===== src/rtl/dice_roller.sv =====
// Purpose: debounced roll button, odometer-style 1..6 dice counters, and latched 2..12 sum.
// Latency: rb -> rb_out high in 3 edges (plus DB_CYCLES with DICE_DEBOUNCE_EN); release -> sum/sum_valid in 3 edges.
// Backpressure: none; the consumer samples sum whenever sum_valid is high. DICE_DEBOUNCE_EN enables the debounce filter.
module dice_roller #(
  parameter int unsigned DB_CYCLES = 16
) (
  input  logic       clk,
  input  logic       reset,
  input  logic       rb,
  output logic       rb_out,
  output logic [2:0] die1,
  output logic [2:0] die2,
  output logic [3:0] sum,
  output logic       sum_valid,
  output logic [7:0] roll_count
);

  typedef enum logic [1:0] {
    IDLE    = 2'd0,
    ROLLING = 2'd1,
    HOLD    = 2'd2
  } state_t;

  logic       rb_meta_q;
  logic       rb_s_q;
  logic       rb_db;

  state_t     state_q;
  logic       rb_out_q;
  logic       sum_valid_q;
  logic [2:0] die1_q;
  logic [2:0] die2_q;
  logic [3:0] sum_q;
  logic [7:0] roll_count_q;

  logic [2:0] die1_d;
  logic [2:0] die2_d;
  logic [3:0] sum_d;
  logic       die1_wrap;

  // Two-flop synchronizer bringing the asynchronous button into the clk domain
  always_ff @(posedge clk or negedge reset) begin
    if (!reset) begin
      rb_meta_q <= 1'b0;
      rb_s_q    <= 1'b0;
    end else begin
      rb_meta_q <= rb;
      rb_s_q    <= rb_meta_q;
    end
  end

`ifdef DICE_DEBOUNCE_EN
  localparam logic [7:0] DbLimit = 8'(DB_CYCLES);

  logic [7:0] db_cnt_q;
  logic [7:0] db_cnt_d;
  logic       rb_db_q;
  logic       rb_db_d;

  // Count consecutive disagreeing cycles; adopt the new level once the count hits the limit
  always_comb begin
    db_cnt_d = 8'd0;
    rb_db_d  = rb_db_q;
    if (rb_s_q != rb_db_q) begin
      if ((db_cnt_q + 8'd1) == DbLimit) begin
        rb_db_d  = rb_s_q;
        db_cnt_d = 8'd0;
      end else begin
        db_cnt_d = db_cnt_q + 8'd1;
      end
    end
  end

  // Debounce counter and filtered level registers
  always_ff @(posedge clk or negedge reset) begin
    if (!reset) begin
      db_cnt_q <= 8'd0;
      rb_db_q  <= 1'b0;
    end else begin
      db_cnt_q <= db_cnt_d;
      rb_db_q  <= rb_db_d;
    end
  end

  assign rb_db = rb_db_q;
`else
  // Without the filter the synchronized level is used directly; DB_CYCLES has no effect
  logic unused_db;
  assign unused_db = (DB_CYCLES == 0);
  assign rb_db     = rb_s_q;
`endif

  // Odometer stepping: die2 moves only when die1 wraps 6 -> 1
  assign die1_wrap = (die1_q == 3'd6);
  assign die1_d    = die1_wrap ? 3'd1 : (die1_q + 3'd1);
  assign die2_d    = (die2_q == 3'd6) ? 3'd1 : (die2_q + 3'd1);
  assign sum_d     = {1'b0, die1_q} + {1'b0, die2_q};

  // Roll FSM with registered decodes, dice counters, sum latch and roll counter
  always_ff @(posedge clk or negedge reset) begin
    if (!reset) begin
      state_q      <= IDLE;
      rb_out_q     <= 1'b0;
      sum_valid_q  <= 1'b0;
      die1_q       <= 3'd1;
      die2_q       <= 3'd1;
      sum_q        <= 4'd0;
      roll_count_q <= 8'd0;
    end else begin
      case (state_q)
        IDLE: begin
          if (rb_db) begin
            state_q     <= ROLLING;
            rb_out_q    <= 1'b1;
            sum_valid_q <= 1'b0;
          end
        end
        ROLLING: begin
          if (rb_db) begin
            die1_q <= die1_d;
            if (die1_wrap) begin
              die2_q <= die2_d;
            end
          end else begin
            // Latch the pre-edge dice; counters hold on the release edge
            state_q      <= HOLD;
            rb_out_q     <= 1'b0;
            sum_valid_q  <= 1'b1;
            sum_q        <= sum_d;
            roll_count_q <= roll_count_q + 8'd1;
          end
        end
        HOLD: begin
          if (rb_db) begin
            state_q     <= ROLLING;
            rb_out_q    <= 1'b1;
            sum_valid_q <= 1'b0;
          end
        end
        default: begin
          state_q     <= IDLE;
          rb_out_q    <= 1'b0;
          sum_valid_q <= 1'b0;
        end
      endcase
    end
  end

  assign rb_out     = rb_out_q;
  assign sum_valid  = sum_valid_q;
  assign die1       = die1_q;
  assign die2       = die2_q;
  assign sum        = sum_q;
  assign roll_count = roll_count_q;

endmodule


===== config.mk =====
export PLATFORM = sky130hd
export DESIGN_NAME = dice_roller
export DESIGN_NICKNAME = d
export VERILOG_FILES = /design/src/rtl/dice_roller.sv
export SDC_FILE = /design/constraint.sdc
export NUM_CORES = 1
export LEC_CHECK = 0
export ABC_AREA = 1
export ABC_CLOCK_PERIOD_IN_PS = 1700
export BUFFER_PORTS_ARGS = -buffer_cell sky130_fd_sc_hd__buf_2
export CAP_MARGIN = 20
export CORE_MARGIN = 2
export CORE_UTILIZATION = 53
export CTS_CLUSTER_DIAMETER = 100
export DETAILED_ROUTE_END_ITERATION = 10
export PLACE_DENSITY = 0.75
export SLEW_MARGIN = 15
export SYNTH_ARGS = -nofsm -noshare
export SYNTH_HDL_FRONTEND = slang
export SYNTH_SLANG_ARGS = --single-unit

===== constraint.sdc =====
create_clock -name clk -period 1.7 [get_ports clk]
set_input_delay 0.255 -clock clk [delete_from_list [all_inputs] [get_ports clk]]
set_output_delay 0.255 -clock clk [all_outputs]
set_load 0.05 [all_outputs]

* After elaboration in Yosys (flattened, before gate mapping)
Index checks and enable logic that the tools add are counted.
** Word-level totals
- Flip-flop bits (word level) :: 24
- Input port bits :: 3
- Logic and storage cells :: 37
** Cells by class
- Add/subtract/negate cells :: 4
- Eq/ne operators :: 6
- Muxes and demuxes :: 11
- Bitwise logic cells :: 1
- Reductions and logical operators :: 6
** Operator list (number)
- $add 8x1->8 const B :: 1
- $add 3x1->3 const B :: 2
- $eq 3x3->1 const B :: 2
- $mux 3 :: 2
- $reduce_and 2->1 :: 3
- $add 3x3->4 :: 1
- $mux 1 :: 4
- $mux 2 :: 2
- $pmux 1 s2 :: 2
- $pmux 2 s2 :: 1
- $reduce_and 3->1 :: 1
- $eq 2x1->1 const B :: 1
- $eq 2x2->1 const B :: 1
- $logic_not 2->1 :: 1
- $ne 2x1->1 const B :: 1
- $ne 2x2->1 const B :: 1
- $reduce_or 2->1 :: 1
- $not 1->1 :: 1

* Logic depth before layout (Yosys ltp)
- Depth in word-level cells :: 4
- Gate-level depth with buffers :: 7

* Worst setup path before layout
No wires, ideal clock.
- Kind :: register to register
- Start :: reg die2_q[0], in the netlist die2[0]
- End :: reg sum_q[2], in the netlist sum[2]
- Library setup time :: 0.083 ns
- Arrival time :: 1.599 ns
- Slack :: 0.018 ns
- Stages on the path, launching flop included :: 6
- Buffers on the path :: 0
- Period minus slack after synthesis :: 1.682 ns
- Cells stage by stage :: dfstp_2 > ha_1 > inv_1 > fa_1 > xor2_1 > o21ai_0
** Between the ends
- Longest elaborated chain between the ends :: 1
** Ends and longest elaborated chain
- start, declared :: line 32 : logic [2:0] die2_q;
- start signal, assigned :: line 122 : die2_q <= die2_d;
- $add 3x3->4 :: line 97 : assign sum_d = {1'b0, die1_q} + {1'b0, die2_q};
- end signal, assigned :: line 129 : sum_q <= sum_d;
- end, declared :: line 33 : logic [3:0] sum_q;
Every way passes these cells.
A chain may end at the register's enable or synchronous reset.

* Final worst setup path
Ends and elaborated chain as after synthesis.

==> results.toml <==
[run_status]
status = "finished clean"

[job]
drv_cap = 0

[hold_path]
min_to = "rb_meta_q$_DFF_PN0_"
hp-start = "rb"
min_delay_path_depth = 1
min_path_type = "in2reg"

[global_routing]
grt_pass1_wl_mm = 3.76
grt_util_all_layers_pct = 19.3
antenna_found_initial = 0
grt_pass1_vias = 888
gr-total-overflow = 0
grt_max_degree = 24

[critical_path]
crit_arrival_ps = 1790
end_kind = "flop"
start_kind = "flop"
critPathMaxFanout = 7
ff2ff_setup_slack_ps = 150
critPathKind = "reg2reg"
reg2reg_to = "sum[2]$_DFFE_PN0P_"
crit_chain = "ha_1 -> inv_1 -> fa_1 -> xor2_1 -> o21ai_0"
r2r-start = "die2[0]$_DFFE_PN1P_"
cp.required_ps = 1940
reg2regPathDepth = 5
critPathMaxStageDelay_ps = 610
crit_slowest_cell = "dfstp_2"

[clock_network]
cts_buffers = 3
htreeDepth = 1
clk_pin_slew_worst_paths_ps = 130
cts_root_buffer = "clkbuf_4"
ctsLongestPathBuffers = 2
cts_tree = "built"
clk_latency_ps = 310
post_cts_resize_count = 0
cts.sinks = 23

[final_layout]
drive_gt1_share_pct = 19.1
antenna_cells = 0
fin_cells = 184
final_nets = 166
areaGrowthSynthToFinish_pct = 16.1

[yosys]
synthFlopType = "dfrtp_1"
synth_enable_flop_cells = 0
syn_avg_cell_area_um2 = 8.65
synth_seq_cells = 23
synth_most_common_cell = "nand2_1"
synthTopCellsByArea = "dfrtp_1, nand2_1, inv_1"
synth_top_area_share_pct = 46.7
synth_common_cells = "nand2_1, dfrtp_1, inv_1, o21ai_0, nand3_1"
ys_warn_count = 0
synth.net_count = 138
syn_inst = 130
seq_area_frac_synth_pct = 51.4
asyncSetResetFlopFracSynth_pct = 100
synth_area_um2 = 1120
yosysTopAreaCell = "dfrtp_1"
ys_types = 16

[power_and_ir_drop]
leakage_nw = 0.753
ir_drop_uv = 1140
power_density_nw_per_um2 = 1770

[detailed_routing]
drt-initial-drc-count = 22
wl_per_cell_um = 10.8
route.met3.wl_um = 56
num_vias = 900
drc = 0
highest_layer = "met4"
wl_mm = 1.99
dr_wl_met2_um = 925
met1_length_um = 989
post_drt_via_cell_ratio = 4.89
drt_first_pass_iters = 4
ant_nets = 0

[sta]
setup_ws_ps = 151
slew_violations = 0
worst_slew_pin_slew_ps = 507
fmax_mhz = 645
finalHoldViolCount = 0
max_slew_margin_pct = 66.2
fin_setup_tns_ps = 0
fin_crit_sh_pct = 91.1
min_period_ps = 1550
setup_viol = 0
rsz0062_at_grt = "false"
fin_skew_ps = 2.53

[floorplanning]
die_w_um = 50.1
die_h_um = 50.1
die-area_um2 = 2510
initial_core_util_pct = 56.8
coreArea_um2 = 1980
ios = 23
row_count = 16

[place]
place_congestion = 0.828
place_inst = 179
port_buffers = 22
dp_hpwl_mm = 1.51
preCtsSetupSlack_ps = 168
## how the worst max path moves through the flow
stage | depth (start not counted) | slack [ps] | startpoint | to
floorplan | 5 | 20 | die2[0]$_DFFE_PN1P_ | sum[2]$_DFFE_PN0P_
global placement | 5 | 210 | die2[0]$_DFFE_PN1P_ | sum[2]$_DFFE_PN0P_
detailed placement | 5 | 170 | die2[0]$_DFFE_PN1P_ | sum[2]$_DFFE_PN0P_
CTS | 5 | 150 | die2[0]$_DFFE_PN1P_ | sum[2]$_DFFE_PN0P_
global route | 5 | 50 | die2[0]$_DFFE_PN1P_ | sum[2]$_DFFE_PN0P_
finish | 5 | 150 | die2[0]$_DFFE_PN1P_ | sum[2]$_DFFE_PN0P_
## stage by stage
| step | hold slack [ps] | instance area (µm²) | utilization, % | power (mW) |
|---|---|---|---|---|
| 2_1_floorplan | -40.6 | 1120 | - | 1.80 |
| 3_3_place_gp | 252 | 1270 | 64.0 | 2.04 |
| 3_5_place_dp | 257 | 1270 | 64.0 | 2.07 |
| 4_1_cts | 30.4 | 1310 | 65.9 | 2.33 |
| 5_1_grt | 17.7 | 1310 | 65.9 | 2.48 |
| 6_report | 40.9 | 1310 | 65.9 | 2.31 |
## where the power goes
group / total [mW] / internal (mW) / switching (mW)
Combinational: 1.17 / 0.281 / 0.886
Sequential: 0.893 / 0.728 / 0.165
Clock: 0.251 / 0.0878 / 0.163
## registers in the layout (all words and copies together), names as in the netlist
register,count
roll_count,8
sum,4
die1,3
die2,3
state_q,2
rb_db,1
rb_meta_q,1
rb_out,1
## kinds of logic (layout without fill, tap and decap cells)
logic type                 count (synthesis)  after routing  synth area share [%]
and+or+nand+nor                           62             62                  24.7
buffers and inverters                     21             48                  7.34
AOI/OAI and AO/OA                         14             14                  6.45
adders and majority gates                  5              5                  6.23
xor gates and xnor gates                   5              5                  3.89
DFF                                       23             23                  51.4
## placed cells by master (no fill, tap or decap), drive strengths merged
master	synthesis	final
clkbuf	0	3
ha	4	4
xor2	5	5
fa	1	1
dlygate4sd3	0	1
dfstp	2	2
nand4	5	5
nand3	7	7
o21a	1	1
clkinv	0	1
a21oi	4	4
inv	20	20
o21ai	9	9
nand2	41	41
dfrtp	21	21
nand3b	2	2
buf	1	23
nor2	7	7
## cell type report
class | instances | area, µm²
inverters | 20 | 75.1
well taps | 27 | 33.8
fillers | 166 | 676
clock inverters | 1 | 5.00
repair buffers | 24 | 128
flip-flops and latches | 23 | 578
clock buffers | 3 | 22.5
multi-input cells | 86 | 464
## repair_timing
action / CTS / global route
hold buffers: 1 / 0
hold endpoints to repair: 21 / 0
buffers inserted: 0 / 0
## critical path: cells and delay by family (launching register included)
family	cells	cell delay [ps]
buf+inv	1	50
flops	1	610
xor+xnor	1	140
fa+ha+maj	2	550
compound gates	1	130
## per-layer routing
metal,GRT usage [%],vias up
met3,1.82,2
li1,-,464
met2,30.9,12
met4,6.94,0
met5,0,-
met1,27.0,422
Power figures use the tool's default switching activity.
